## config.mk

```make
export PLATFORM = sky130hd
export DESIGN_NAME = lfsr_range_gen
export DESIGN_NICKNAME = d
export VERILOG_FILES = /design/src/rtl/lfsr_pkg.sv /design/src/rtl/lfsr_step.sv /design/src/rtl/lfsr_range_gen.sv
export SDC_FILE = /design/constraint.sdc
export NUM_CORES = 1
export LEC_CHECK = 0
export BUFFER_PORTS_ARGS = -buffer_cell sky130_fd_sc_hd__buf_4
export CORE_UTILIZATION = 40
export DETAILED_ROUTE_END_ITERATION = 12
export PLACE_DENSITY = 0.67
export SLEW_MARGIN = 20
export SYNTH_ARGS = -nofsm -noshare
export SYNTH_HDL_FRONTEND = slang
export SYNTH_HIERARCHICAL = 1
export SYNTH_SLANG_ARGS = --single-unit
export TNS_END_PERCENT = 30
```

## constraint.sdc

```tcl
create_clock -name clk -period 3.69 [get_ports clk]
set_input_delay 0.9225 -clock clk [delete_from_list [all_inputs] [get_ports clk]]
set_output_delay 0.9225 -clock clk [all_outputs]
set_load 0.03 [all_outputs]
```

## src/rtl/lfsr_pkg.sv

```systemverilog
// rtl/lfsr_pkg.sv - FSM state type, default tap masks and mask helper for lfsr_range_gen
package lfsr_pkg;

  typedef enum logic [1:0] {
    ST_IDLE = 2'd0,
    ST_DRAW = 2'd1,
    ST_RESP = 2'd2
  } draw_state_e;

  localparam logic [7:0]  TAPS_8  = 8'hB8;
  localparam logic [15:0] TAPS_16 = 16'hB400;
  localparam logic [31:0] TAPS_32 = 32'hEA000001;
  localparam logic [63:0] TAPS_64 = 64'hD800000000000000;

  function automatic logic [63:0] default_taps(input int w);
    case (w)
      8:       return 64'(TAPS_8);
      16:      return 64'(TAPS_16);
      64:      return TAPS_64;
      default: return 64'(TAPS_32);
    endcase
  endfunction

  // Smallest 2^k-1 that covers v: fill every bit below the highest set bit.
  function automatic logic [63:0] fill_down(input logic [63:0] v);
    logic [63:0] r;
    r = v;
    for (int i = 62; i >= 0; i--) r[i] = r[i] | r[i+1];
    return r;
  endfunction

endpackage

```

## src/rtl/lfsr_step.sv

```systemverilog
// rtl/lfsr_step.sv - combinational multi-step advance of the Fibonacci LFSR
module lfsr_step #(
  parameter int                WIDTH = 32,
  parameter logic [WIDTH-1:0]  TAPS  = '1,
  parameter int                STEPS = 1
) (
  input  logic [WIDTH-1:0] state,
  output logic [WIDTH-1:0] next_state
);

  logic [WIDTH-1:0] s;

  always_comb begin
    s = state;
    for (int i = 0; i < STEPS; i++) s = {^(s & TAPS), s[WIDTH-1:1]};
    next_state = s;
  end

endmodule

```

## src/rtl/lfsr_range_gen.sv

```systemverilog
// rtl/lfsr_range_gen.sv - LFSR with rejection-sampled range draws over a request/response handshake
// Define LFSR_LOCKUP_EN to reload 1 from an all-zero state and pulse lockup.
module lfsr_range_gen
  import lfsr_pkg::*;
#(
  parameter int               WIDTH     = 32,
  parameter logic [WIDTH-1:0] TAPS      = WIDTH'(default_taps(WIDTH)),
  parameter int               STEPS     = 1,
  parameter int               OUT_W     = 8,
  parameter int               MAX_TRIES = 16
) (
  input  logic             clk,
  input  logic             rst,
  input  logic             enable,
  input  logic             seed_load,
  input  logic [WIDTH-1:0] seed,
  output logic [WIDTH-1:0] state_out,
  input  logic             req_valid,
  output logic             req_ready,
  input  logic [OUT_W-1:0] req_limit,
  output logic             rsp_valid,
  input  logic             rsp_ready,
  output logic [OUT_W-1:0] rsp_data,
  output logic             lockup
);

  draw_state_e      fsm_q, fsm_d;
  logic [WIDTH-1:0] state_q, stepped;
  logic [OUT_W-1:0] limit_q, limit_d, rsp_q, rsp_d;
  logic [OUT_W-1:0] lim_m1, mask, cand;
  logic [7:0]       tries_q, tries_d;
  logic             advance, zero_hit, accept, last_try, lockup_q;

  lfsr_step #(
    .WIDTH (WIDTH),
    .TAPS  (TAPS),
    .STEPS (STEPS)
  ) u_step (
    .state      (state_q),
    .next_state (stepped)
  );

  // A DRAW cycle consumes exactly one advance even when enable is also high.
  assign advance = enable || (fsm_q == ST_DRAW);

`ifdef LFSR_LOCKUP_EN
  assign zero_hit = (state_q == '0);
`else
  assign zero_hit = 1'b0;
`endif

  always_ff @(posedge clk) begin
    if (rst) begin
      state_q  <= WIDTH'(1);
      lockup_q <= 1'b0;
    end else begin
      lockup_q <= zero_hit && !seed_load;
      if (seed_load)     state_q <= (seed == '0) ? WIDTH'(1) : seed;
      else if (zero_hit) state_q <= WIDTH'(1);
      else if (advance)  state_q <= stepped;
    end
  end

  // Candidate comes from the pre-advance state so each DRAW cycle sees a fresh value.
  assign lim_m1   = limit_q - OUT_W'(1);
  assign mask     = (limit_q == '0) ? '1 : OUT_W'(fill_down(64'(lim_m1)));
  assign cand     = state_q[OUT_W-1:0] & mask;
  assign accept   = (limit_q == '0) || (cand < limit_q);
  assign last_try = (tries_q == 8'(MAX_TRIES - 1));

  always_ff @(posedge clk) begin
    if (rst) begin
      fsm_q   <= ST_IDLE;
      limit_q <= '0;
      tries_q <= '0;
      rsp_q   <= '0;
    end else begin
      fsm_q   <= fsm_d;
      limit_q <= limit_d;
      tries_q <= tries_d;
      rsp_q   <= rsp_d;
    end
  end

  always_comb begin
    fsm_d   = fsm_q;
    limit_d = limit_q;
    tries_d = tries_q;
    rsp_d   = rsp_q;
    case (fsm_q)
      ST_IDLE: begin
        if (req_valid) begin
          limit_d = req_limit;
          tries_d = '0;
          fsm_d   = ST_DRAW;
        end
      end
      ST_DRAW: begin
        if (accept) begin
          rsp_d = cand;
          fsm_d = ST_RESP;
        end else if (last_try) begin
          // Out of attempts: fold the rejected candidate into range.
          rsp_d = cand - limit_q;
          fsm_d = ST_RESP;
        end else begin
          tries_d = tries_q + 8'd1;
        end
      end
      ST_RESP: begin
        if (rsp_ready) fsm_d = ST_IDLE;
      end
      default: fsm_d = ST_IDLE;
    endcase
  end

  assign state_out = state_q;
  assign req_ready = (fsm_q == ST_IDLE);
  assign rsp_valid = (fsm_q == ST_RESP);
  assign rsp_data  = rsp_q;
  assign lockup    = lockup_q;

endmodule

```

==> flow_metrics.py, run 1 <==
metrics = {
    "outcome": {
        "status": "finished, final reports clean",
    },
    "die": {
        "die_h_um": 97.2,
        "die_w_um": 97.2,
        "start_util_pct": 41.4,
        "die-area_um2": 9450,
        "io-pin-count": 89,
        "num_rows": 34,
        "core_um2": 8760,
    },
    "logic_synthesis": {
        "synth_cell_type_count": 67,
        "synthCells": 428,
        "ys_ff_latch": 58,
        "yosysTopAreaCellShare_pct": 32.0,
        "async_flop_share_pct": 0,
        "synth_area_leaders": "dfxtp_1, mux2i_1, buf_4",
        "synth_ff_type": "dfxtp_1",
        "synth_seq_area_share_pct": 32.0,
        "yosysWarnings": 6,
        "synth_edf_count": 0,
        "syn_avg_cell_area_um2": 8.47,
        "yosys.area.top_type": "dfxtp_1",
        "synthesis.area_um2": 3620,
        "synthesis.nets": 485,
    },
    "clock_network": {
        "clk_pin_slew_ns": 0.07,
        "postCtsHoldBufs": 0,
        "cts_tree": "yes",
        "clockBufferDepth": 2,
        "clk_latency_ns": 0.35,
        "numCtsBuffers": 9,
        "root_buffer": "clkbuf_8",
        "h-tree-depth": 3,
        "cts.sinks": 58,
    },
    "routing": {
        "antenna_left": 0,
        "num_vias": 3192,
        "drc": 0,
        "drt_iter0_drc": 111,
        "routedWlPerCell_um": 15.7,
        "wl_mm": 9.33,
        "first_pass_iters": 4,
        "vias_per_cell": 5.38,
    },
    "timing": {
        "clock_skew_ns": 0.0116,
        "drv_slew": 0,
        "fmax_ghz": 0.285,
        "rsz0062_at_grt": "no",
        "fin_tns_setup_ns": 0,
        "hold_viol": 0,
        "period_needed_ns": 3.50,
        "relSlewSlack_pct": 58.8,
        "worst_slew_pin_slew_ns": 0.619,
        "setup_viol": 0,
        "holdWs_ns": 0.488,
        "min_period_over_period_pct": 94.9,
    },
    "flow_run": {
        "cap_violations": 0,
    },
    "placement": {
        "dp_hpwl_mm": 6.90,
        "place_area_um2": 4120,
        "portBuffers": 87,
        "routabilityCongestion": 0.887,
    },
    "setup_path": {
        "end_kind": "flip-flop",
        "worstSetupPathType": "flip-flop to flip-flop",
        "crit_required_ns": 3.94,
        "r2r_setup_slack_ns": 0.19,
        "reg2reg_depth": 15,
        "crit_end": "rsp_data[5]",
        "rr_startpoint": "limit_q[1]",
        "worst_ep_arrival_time_ns": 3.75,
        "start_kind": "flip-flop",
        "crit_fanout": 6,
        "crit_start": "limit_q[1]",
        "r2r-end": "rsp_data[5]",
    },
    "grt": {
        "grt_pass1_wl_mm": 15.8,
        "grt_max_degree": 65,
        "grt_use_total_pct": 20.8,
        "grt_antenna_before_repair": 0,
        "grt_overflow": 0,
        "grt_pass1_vias": 3207,
    },
    "finish": {
        "fillers": 828,
        "multi_input_area_um2": 2100,
        "drive_above_1_share_pct": 28.0,
        "insertedDiodeCount": 0,
        "areaGrowthSynthToFinish_pct": 21.4,
        "design_area_um2": 4400,
        "nNetsFinal": 537,
        "regArea_um2": 1160,
    },
    "power_and_ir_drop": {
        "seqPwrFrac_pct": 33.4,
        "vdd_ir_drop_max_uv": 249,
        "p_leak_uw": 0.00190,
        "internal_power_uw": 1460,
        "pwr-share-comb_pct": 34.9,
        "p_sw_share_pct": 34.3,
        "p_clk_share_pct": 31.7,
        "powerDensity_nw_per_um2": 506,
        "netSwitchingPower_uw": 765,
    },
    "worst_hold_path": {
        "hp-class": "flip-flop to flip-flop",
    },
}
[worst min path at each step]
stage / start / endpoint / slack [ns] / cells past startpoint
floorplan: tries_q[4] / tries_q[4] / 0.45 / 1
global placement: tries_q[4] / tries_q[4] / 0.47 / 1
detailed placement: tries_q[4] / tries_q[4] / 0.47 / 1
CTS: limit_q[4] / limit_q[4] / 0.49 / 2
global route: limit_q[4] / limit_q[4] / 0.51 / 2
finish: tries_q[4] / tries_q[4] / 0.49 / 1
[power by group through the flow]
stage	logic, uW	clock network, uW	registers [uW]
6_report	778	706	743
5_1_grt	846	751	753
4_1_cts	760	723	742
3_5_place_dp	755	0	755
3_3_place_gp	747	0	755
2_1_floorplan	481	0	834
[worst max-delay path: stages, from the launching register on]
cell,delay [ns]
dfxtp_2,0.39
inv_1,0.10
ha_1,0.21
nor3b_2,0.16
xnor2_1,0.26
nor4b_4,0.10
a31oi_2,0.18
inv_1,0.07
ha_1,0.20
fa_1,0.39
nand2b_1,0.22
a21oi_4,0.25
o31a_2,0.23
nand2_2,0.10
a221o_1,0.29
a311oi_2,0.26
[cell usage in the layout, fill, tap and decap left out, types with 4 or more instances in the layout]
| cell | count |
|---|---|
| a211oi_1 | 31 |
| a21oi_1 | 19 |
| and3_1 | 4 |
| buf_4 | 95 |
| clkbuf_8 | 9 |
| dfxtp_1 | 56 |
| ha_1 | 10 |
| inv_1 | 14 |
| mux2i_1 | 31 |
| nand2_1 | 33 |
| nand2b_1 | 5 |
| nand3_1 | 7 |
| nor2_1 | 53 |
| nor2b_1 | 4 |
| nor3_1 | 10 |
| nor4_1 | 8 |
| o21a_1 | 5 |
| o21ai_0 | 11 |
| xnor2_1 | 7 |
[area by class of cell]
| type | instances | share of cell area [%] |
|---|---|---|
| Sequential cell | 58 | 26.5 |
| Multi-Input combinational cell | 302 | 47.8 |
| Clock inverter | 5 | 2.33 |
| Clock buffer | 11 | 2.99 |
| Inverter | 14 | 1.19 |
| Tap cell | 108 | 3.07 |
| Timing Repair Buffer | 95 | 16.2 |
[registers in the layout (all words and copies together), names as in the netlist]
name and count:
state_out 32, limit_q 8, rsp_data 8, tries_q 8, fsm_q 2
[synth_stat cells, types with 2 or more instances]
master / number
a211oi_2: 3
nand2_1: 34
buf_2: 3
nand2b_1: 5
and2_1: 3
a311oi_1: 2
o311a_1: 2
dfxtp_1: 58
nor3b_1: 2
nor2_2: 2
buf_4: 32
inv_1: 14
o21ai_0: 12
nor2b_1: 4
nand3_1: 7
a21oi_1: 19
or3_1: 3
a21boi_0: 2
buf_1: 2
nor2_1: 53
a211oi_1: 31
a21oi_2: 2
nor3_1: 10
nand3b_1: 2
nor4_1: 9
a31oi_1: 2
nand4_1: 2
and3_1: 4
ha_1: 10
clkbuf_1: 16
o211ai_1: 2
o21a_1: 5
xnor2_1: 7
mux2i_1: 31
[cells by family after synthesis]
kind of cell,synth area share (%)
AOI/OAI and AO/OA,20.6
xor gates and xnor gates,3.00
adders and majority gates,4.00
buffers and inverters,10.9
DFF,32.0
muxes,8.56
other,0.103
and+or+nand+nor,20.8
[repair_timing]
item	4_1_cts	5_1_grt
endpoints found under the setup margin	0	14
buffers inserted	0	1
resized for setup	0	8
[metal layers]
metal  track usage, %  up-vias  share of wire, %
li1                 -     1614                 -
met3             6.47        5               6.6
met1             27.4     1477                46
met5                0        -                 0
met2             33.3       96                47
met4             4.94        0              0.40
[metrics by stage]
step | power [uW] | cells | setup WS, ns | util, %
2_1_floorplan | 1320 | 428 | 0.174 | -
3_3_place_gp | 1500 | 576 | 0.148 | 47.1
3_5_place_dp | 1510 | 576 | 0.0405 | 47.1
4_1_cts | 2220 | 592 | 0.0231 | 49.7
5_1_grt | 2350 | 593 | 0.00877 | 50.2
6_report | 2230 | 593 | 0.187 | 50.2
Power figures use the tool's default switching activity.
==> inputs of run 2 (changes only) <==
--- a/config.mk
+++ b/config.mk
@@ -6,9 +6,9 @@
 export NUM_CORES = 1
 export LEC_CHECK = 0
 export BUFFER_PORTS_ARGS = -buffer_cell sky130_fd_sc_hd__buf_4
-export CORE_UTILIZATION = 40
+export CORE_UTILIZATION = 45
 export DETAILED_ROUTE_END_ITERATION = 12
-export PLACE_DENSITY = 0.67
+export PLACE_DENSITY = 0.74
 export SLEW_MARGIN = 20
 export SYNTH_ARGS = -nofsm -noshare
 export SYNTH_HDL_FRONTEND = slang
==> flow_metrics.py, run 2 (synthesis gave the netlist of run 1 again) <==
metrics = {
    "power_and_ir_drop": {
        "internal_power_uw": 1300,
        "p_sw_share_pct": 37.1,
        "seqPwrFrac_pct": 36.0,
        "netSwitchingPower_uw": 766,
        "p_clk_share_pct": 25.1,
        "pwr-share-comb_pct": 38.9,
        "powerDensity_nw_per_um2": 476,
        "p_leak_uw": 0.00188,
        "vdd_ir_drop_max_uv": 259,
    },
    "placement": {
        "place_ws_ns": 0.142,
        "routabilityCongestion": 0.841,
        "portBuffers": 87,
        "dp.cells": 574,
        "dp_hpwl_mm": 6.84,
    },
    "die": {
        "io-pin-count": 89,
        "start_util_pct": 46.7,
        "die-area_um2": 8420,
        "core_um2": 7770,
        "die_w_um": 91.8,
        "num_rows": 32,
        "die_h_um": 91.8,
    },
    "timing": {
        "relSlewSlack_pct": 31.5,
        "fin_ws_ns": 0.258,
        "fin_tns_setup_ns": 0,
        "clock_skew_ns": 0.00710,
        "rsz0062_at_grt": "no",
        "holdWs_ns": 0.482,
        "worst_slew_pin_slew_ns": 1.03,
        "hold_viol": 0,
        "drv_slew": 0,
        "setup_viol": 0,
        "min_period_over_period_pct": 93.0,
        "period_needed_ns": 3.43,
        "fmax_ghz": 0.291,
    },
    "routing": {
        "antenna_left": 0,
        "vias_per_cell": 5.57,
        "num_vias": 3285,
        "drt_iter0_drc": 94,
        "first_pass_iters": 4,
        "drc": 0,
        "wl_mm": 9.11,
        "routedWlPerCell_um": 15.4,
    },
    "outcome": {
        "status": "finished, final reports clean",
    },
    "clock_network": {
        "clockBufferDepth": 2,
        "numCtsBuffers": 9,
        "cts.sinks": 58,
        "root_buffer": "clkbuf_8",
        "clk_pin_slew_ns": 0.07,
        "postCtsHoldBufs": 0,
        "clk_latency_ns": 0.33,
        "h-tree-depth": 3,
        "cts_tree": "yes",
    },
    "setup_path": {
        "worstSetupPathType": "flip-flop to flip-flop",
        "r2r-end": "rsp_data[5]",
        "r2r_setup_slack_ns": 0.26,
        "crit_start": "limit_q[0]",
        "worst_ep_arrival_time_ns": 3.69,
        "end_kind": "flip-flop",
        "rr_startpoint": "limit_q[0]",
        "crit_fanout": 6,
        "start_kind": "flip-flop",
        "reg2reg_depth": 15,
        "crit_required_ns": 3.94,
    },
    "grt": {
        "grt_use_total_pct": 22.3,
        "grt_pass1_vias": 3070,
        "grt_max_degree": 65,
        "grt_antenna_before_repair": 0,
        "grt_pass1_wl_mm": 14.7,
        "grt_overflow": 0,
    },
    "worst_hold_path": {
        "min_from": "rsp_data[7]",
        "hp-class": "flip-flop to flip-flop",
        "hold_end": "rsp_data[7]",
        "hold-path-cell-count": 2,
    },
    "finish": {
        "finalNonFillerCells": 590,
        "drive_above_1_share_pct": 28.1,
        "final_common_cell": "buf_4",
        "fillers": 735,
        "insertedDiodeCount": 0,
        "largest_reg_flops": 32,
        "areaGrowthSynthToFinish_pct": 19.7,
        "final_cell_mix": "buf_4, dfxtp_1, nor2_1",
        "final_util_pct": 55.9,
        "nNetsFinal": 540,
    },
    "flow_run": {
        "cap_violations": 0,
    },
}
==> run 2: changes by cell type in the layout (fill, tap and decap cells not counted), sizes merged <==
cell,before,now
buf,95,98
bufinv,3,0
clkinv,1,3
clkinvlp,1,2
==> run 2: what timing repair did <==
item	4_1_cts	5_1_grt
buffers inserted	0	0
resized for setup	0	4
setup endpoints to repair	0	14
==> run 2: layout make-up <==
class                           count  area, um2  share of cell area (%)
Clock inverter                      5       30.0                   0.692
Clock buffer                       11        141                    3.26
Multi-Input combinational cell    302       2080                    47.8
Sequential cell                    58       1160                    26.8
Tap cell                          102        128                    2.94
Inverter                           14       52.6                    1.21
Timing Repair Buffer               98        748                    17.2
==> run 2: how the worst max path moves through the flow <==
stage | to | cells past startpoint
final | rsp_data[5] | 15
after global routing | rsp_data[5] | 15
after CTS | rsp_data[6] | 15
after detailed placement | rsp_data[6] | 15
after global placement | rsp_data[5] | 15
after floorplan | rsp_data[5] | 16
==> run 2: metrics by stage <==
stage          instance area (um2)  total power [uW]
2_1_floorplan                 3620              1320
5_1_grt                       4340              2180
3_5_place_dp                  4160              1550
6_report                      4340              2060
4_1_cts                       4330              2080
3_3_place_gp                  4160              1550
==> run 2: power groups by stage <==
stage | Sequential (uW) | Clock, uW | Combinational [uW]
2_1_floorplan | 834 | 0 | 481
3_3_place_gp | 753 | 0 | 792
3_5_place_dp | 756 | 0 | 797
4_1_cts | 742 | 534 | 801
5_1_grt | 751 | 564 | 867
6_report | 743 | 518 | 803
==> run 2: layer usage <==
layer	share of wire (%)	wire length, um	GRT usage (%)	vias to the layer above
met4	1.5	141	6.77	0
met5	0	0	0	-
met3	6.7	606	7.21	11
met2	47	4300	37.4	98
li1	-	-	-	1629
met1	45	4060	27.2	1547
==> run 2: critical path: stages, from the launching register on <==
cell,delay [ns]
dfxtp_2,0.38
inv_1,0.07
ha_1,0.22
nor3b_1,0.15
xnor2_1,0.26
nor4b_4,0.10
a31oi_2,0.22
inv_1,0.07
ha_1,0.21
fa_1,0.38
nand2b_1,0.20
a21oi_2,0.23
o31a_2,0.19
nand2_1,0.13
a221o_1,0.30
a311oi_2,0.24
==> inputs of run 3 (changes only) <==
--- a/config.mk
+++ b/config.mk
@@ -9,6 +9,7 @@
 export CORE_UTILIZATION = 45
 export DETAILED_ROUTE_END_ITERATION = 12
 export PLACE_DENSITY = 0.74
+export REMOVE_ABC_BUFFERS = 1
 export SLEW_MARGIN = 20
 export SYNTH_ARGS = -nofsm -noshare
 export SYNTH_HDL_FRONTEND = slang
==> flow_metrics.py, run 3 (synthesis gave the netlist of run 1 again) <==
metrics = {
    "timing": {
        "rsz0062_at_grt": "no",
        "min_period_over_period_pct": 95.1,
        "worst_slew_pin_slew_ns": 1.03,
        "fin_ws_ns": 0.182,
        "period_needed_ns": 3.51,
        "clock_skew_ns": 0.0113,
        "hold_viol": 0,
        "drv_slew": 0,
        "relSlewSlack_pct": 31.0,
        "holdWs_ns": 0.488,
        "fmax_ghz": 0.285,
        "setup_viol": 0,
    },
    "die": {
        "io-pin-count": 89,
        "start_util_pct": 46.7,
        "die_h_um": 91.8,
        "die-area_um2": 8420,
        "die_w_um": 91.8,
        "num_rows": 32,
        "core_um2": 7770,
    },
    "finish": {
        "drive_above_1_share_pct": 29.0,
        "insertedDiodeCount": 0,
        "largest_reg_flops": 32,
        "nNetsFinal": 539,
        "areaGrowthSynthToFinish_pct": 20.3,
        "final_cell_mix": "buf_4, dfxtp_1, nor2_1",
        "final_common_cell": "buf_4",
    },
    "setup_path": {
        "crit_required_ns": 3.92,
        "start_kind": "flip-flop",
        "r2r_setup_slack_ns": 0.18,
        "worst_ep_arrival_time_ns": 3.74,
        "worstSetupPathType": "flip-flop to flip-flop",
        "crit_fanout": 6,
        "end_kind": "flip-flop",
    },
    "clock_network": {
        "numCtsBuffers": 9,
        "clk_pin_slew_ns": 0.07,
        "root_buffer": "clkbuf_8",
        "cts.sinks": 58,
        "h-tree-depth": 3,
        "clk_latency_ns": 0.35,
        "cts_tree": "yes",
        "clockBufferDepth": 2,
    },
    "routing": {
        "drc": 0,
        "vias_per_cell": 5.55,
        "first_pass_iters": 4,
        "antenna_left": 0,
        "routedWlPerCell_um": 15.4,
        "wl_mm": 9.09,
        "num_vias": 3268,
        "drt_iter0_drc": 157,
    },
    "placement": {
        "dp_hpwl_mm": 6.72,
        "place_ws_ns": -0.0532,
        "portBuffers": 87,
        "routabilityCongestion": 0.944,
    },
    "flow_run": {
        "cap_violations": 0,
    },
    "power_and_ir_drop": {
        "powerDensity_nw_per_um2": 475,
        "total_power_uw": 2070,
        "p_leak_uw": 0.00189,
        "vdd_ir_drop_max_uv": 212,
    },
    "outcome": {
        "status": "finished, final reports clean",
    },
    "worst_hold_path": {
        "hp-class": "flip-flop to flip-flop",
    },
    "grt": {
        "grt_overflow": 0,
        "grt_antenna_before_repair": 0,
        "grt_pass1_vias": 3188,
        "grt_pass1_wl_mm": 15.1,
        "grt_max_degree": 65,
        "grt_use_total_pct": 22.7,
    },
}
run 3: worst paths after layout:
kind	from	end	cells after the start
worst max-delay path	limit_q[0]	rsp_data[6]	12
worst min-delay path	limit_q[4]	limit_q[4]	2
worst max register to register	limit_q[0]	rsp_data[6]	12
worst min register to register	limit_q[4]	limit_q[4]	2
run 3: critical path: stages (launching register included):
cell and delay (ns):
dfxtp_2 0.36, nor4_2 0.42, a21oi_1 0.20, nor4b_4 0.41, a21boi_0 0.23, ha_1 0.38, o21ai_0 0.32, a21oi_4 0.08
o31a_2 0.38, nand2_1 0.14, buf_4 0.15, nor3_1 0.05, o311a_1 0.29
run 3: layout make-up:
type                       count  area [um2]
inverter                      14        52.6
sequential                    58        1160
tap                          102         128
clock inverter                 6        41.3
fill                         733        3410
multi-input combinational    302        2110
timing repair buffer          97         728
clock buffer                  10         138
run 3: metrics by stage:
stage / setup TNS [ns] / area (um2) / utilization [%] / instances
final: 0 / 4360 / 56.2 / 589
after global routing: 0 / 4360 / 56.2 / 589
after CTS: 0 / 4320 / 55.6 / 587
after detailed placement: -0.0580 / 4120 / 53.1 / 571
after global placement: 0 / 4120 / 53.1 / 571
after floorplan: 0 / 3280 / - / 374
run 3: repair_timing:
item                       CTS  global route
setup endpoints to repair    4            14
pin swaps                    0             1
buffers inserted             0             2
resized for setup            4             6
hold buffers                 0             0
run 3: routing by layer:
metal	part of all wire, %	up-vias	GRT usage [%]
li1	-	1617	-
met5	0	-	0
met2	48	116	39.2
met4	1.6	0	7.55
met1	43	1524	26.6
met3	6.9	11	7.13
run 3: power by group:
part	switching, uW	internal (uW)
Clock	277	261
Sequential	56.1	685
Combinational	449	342
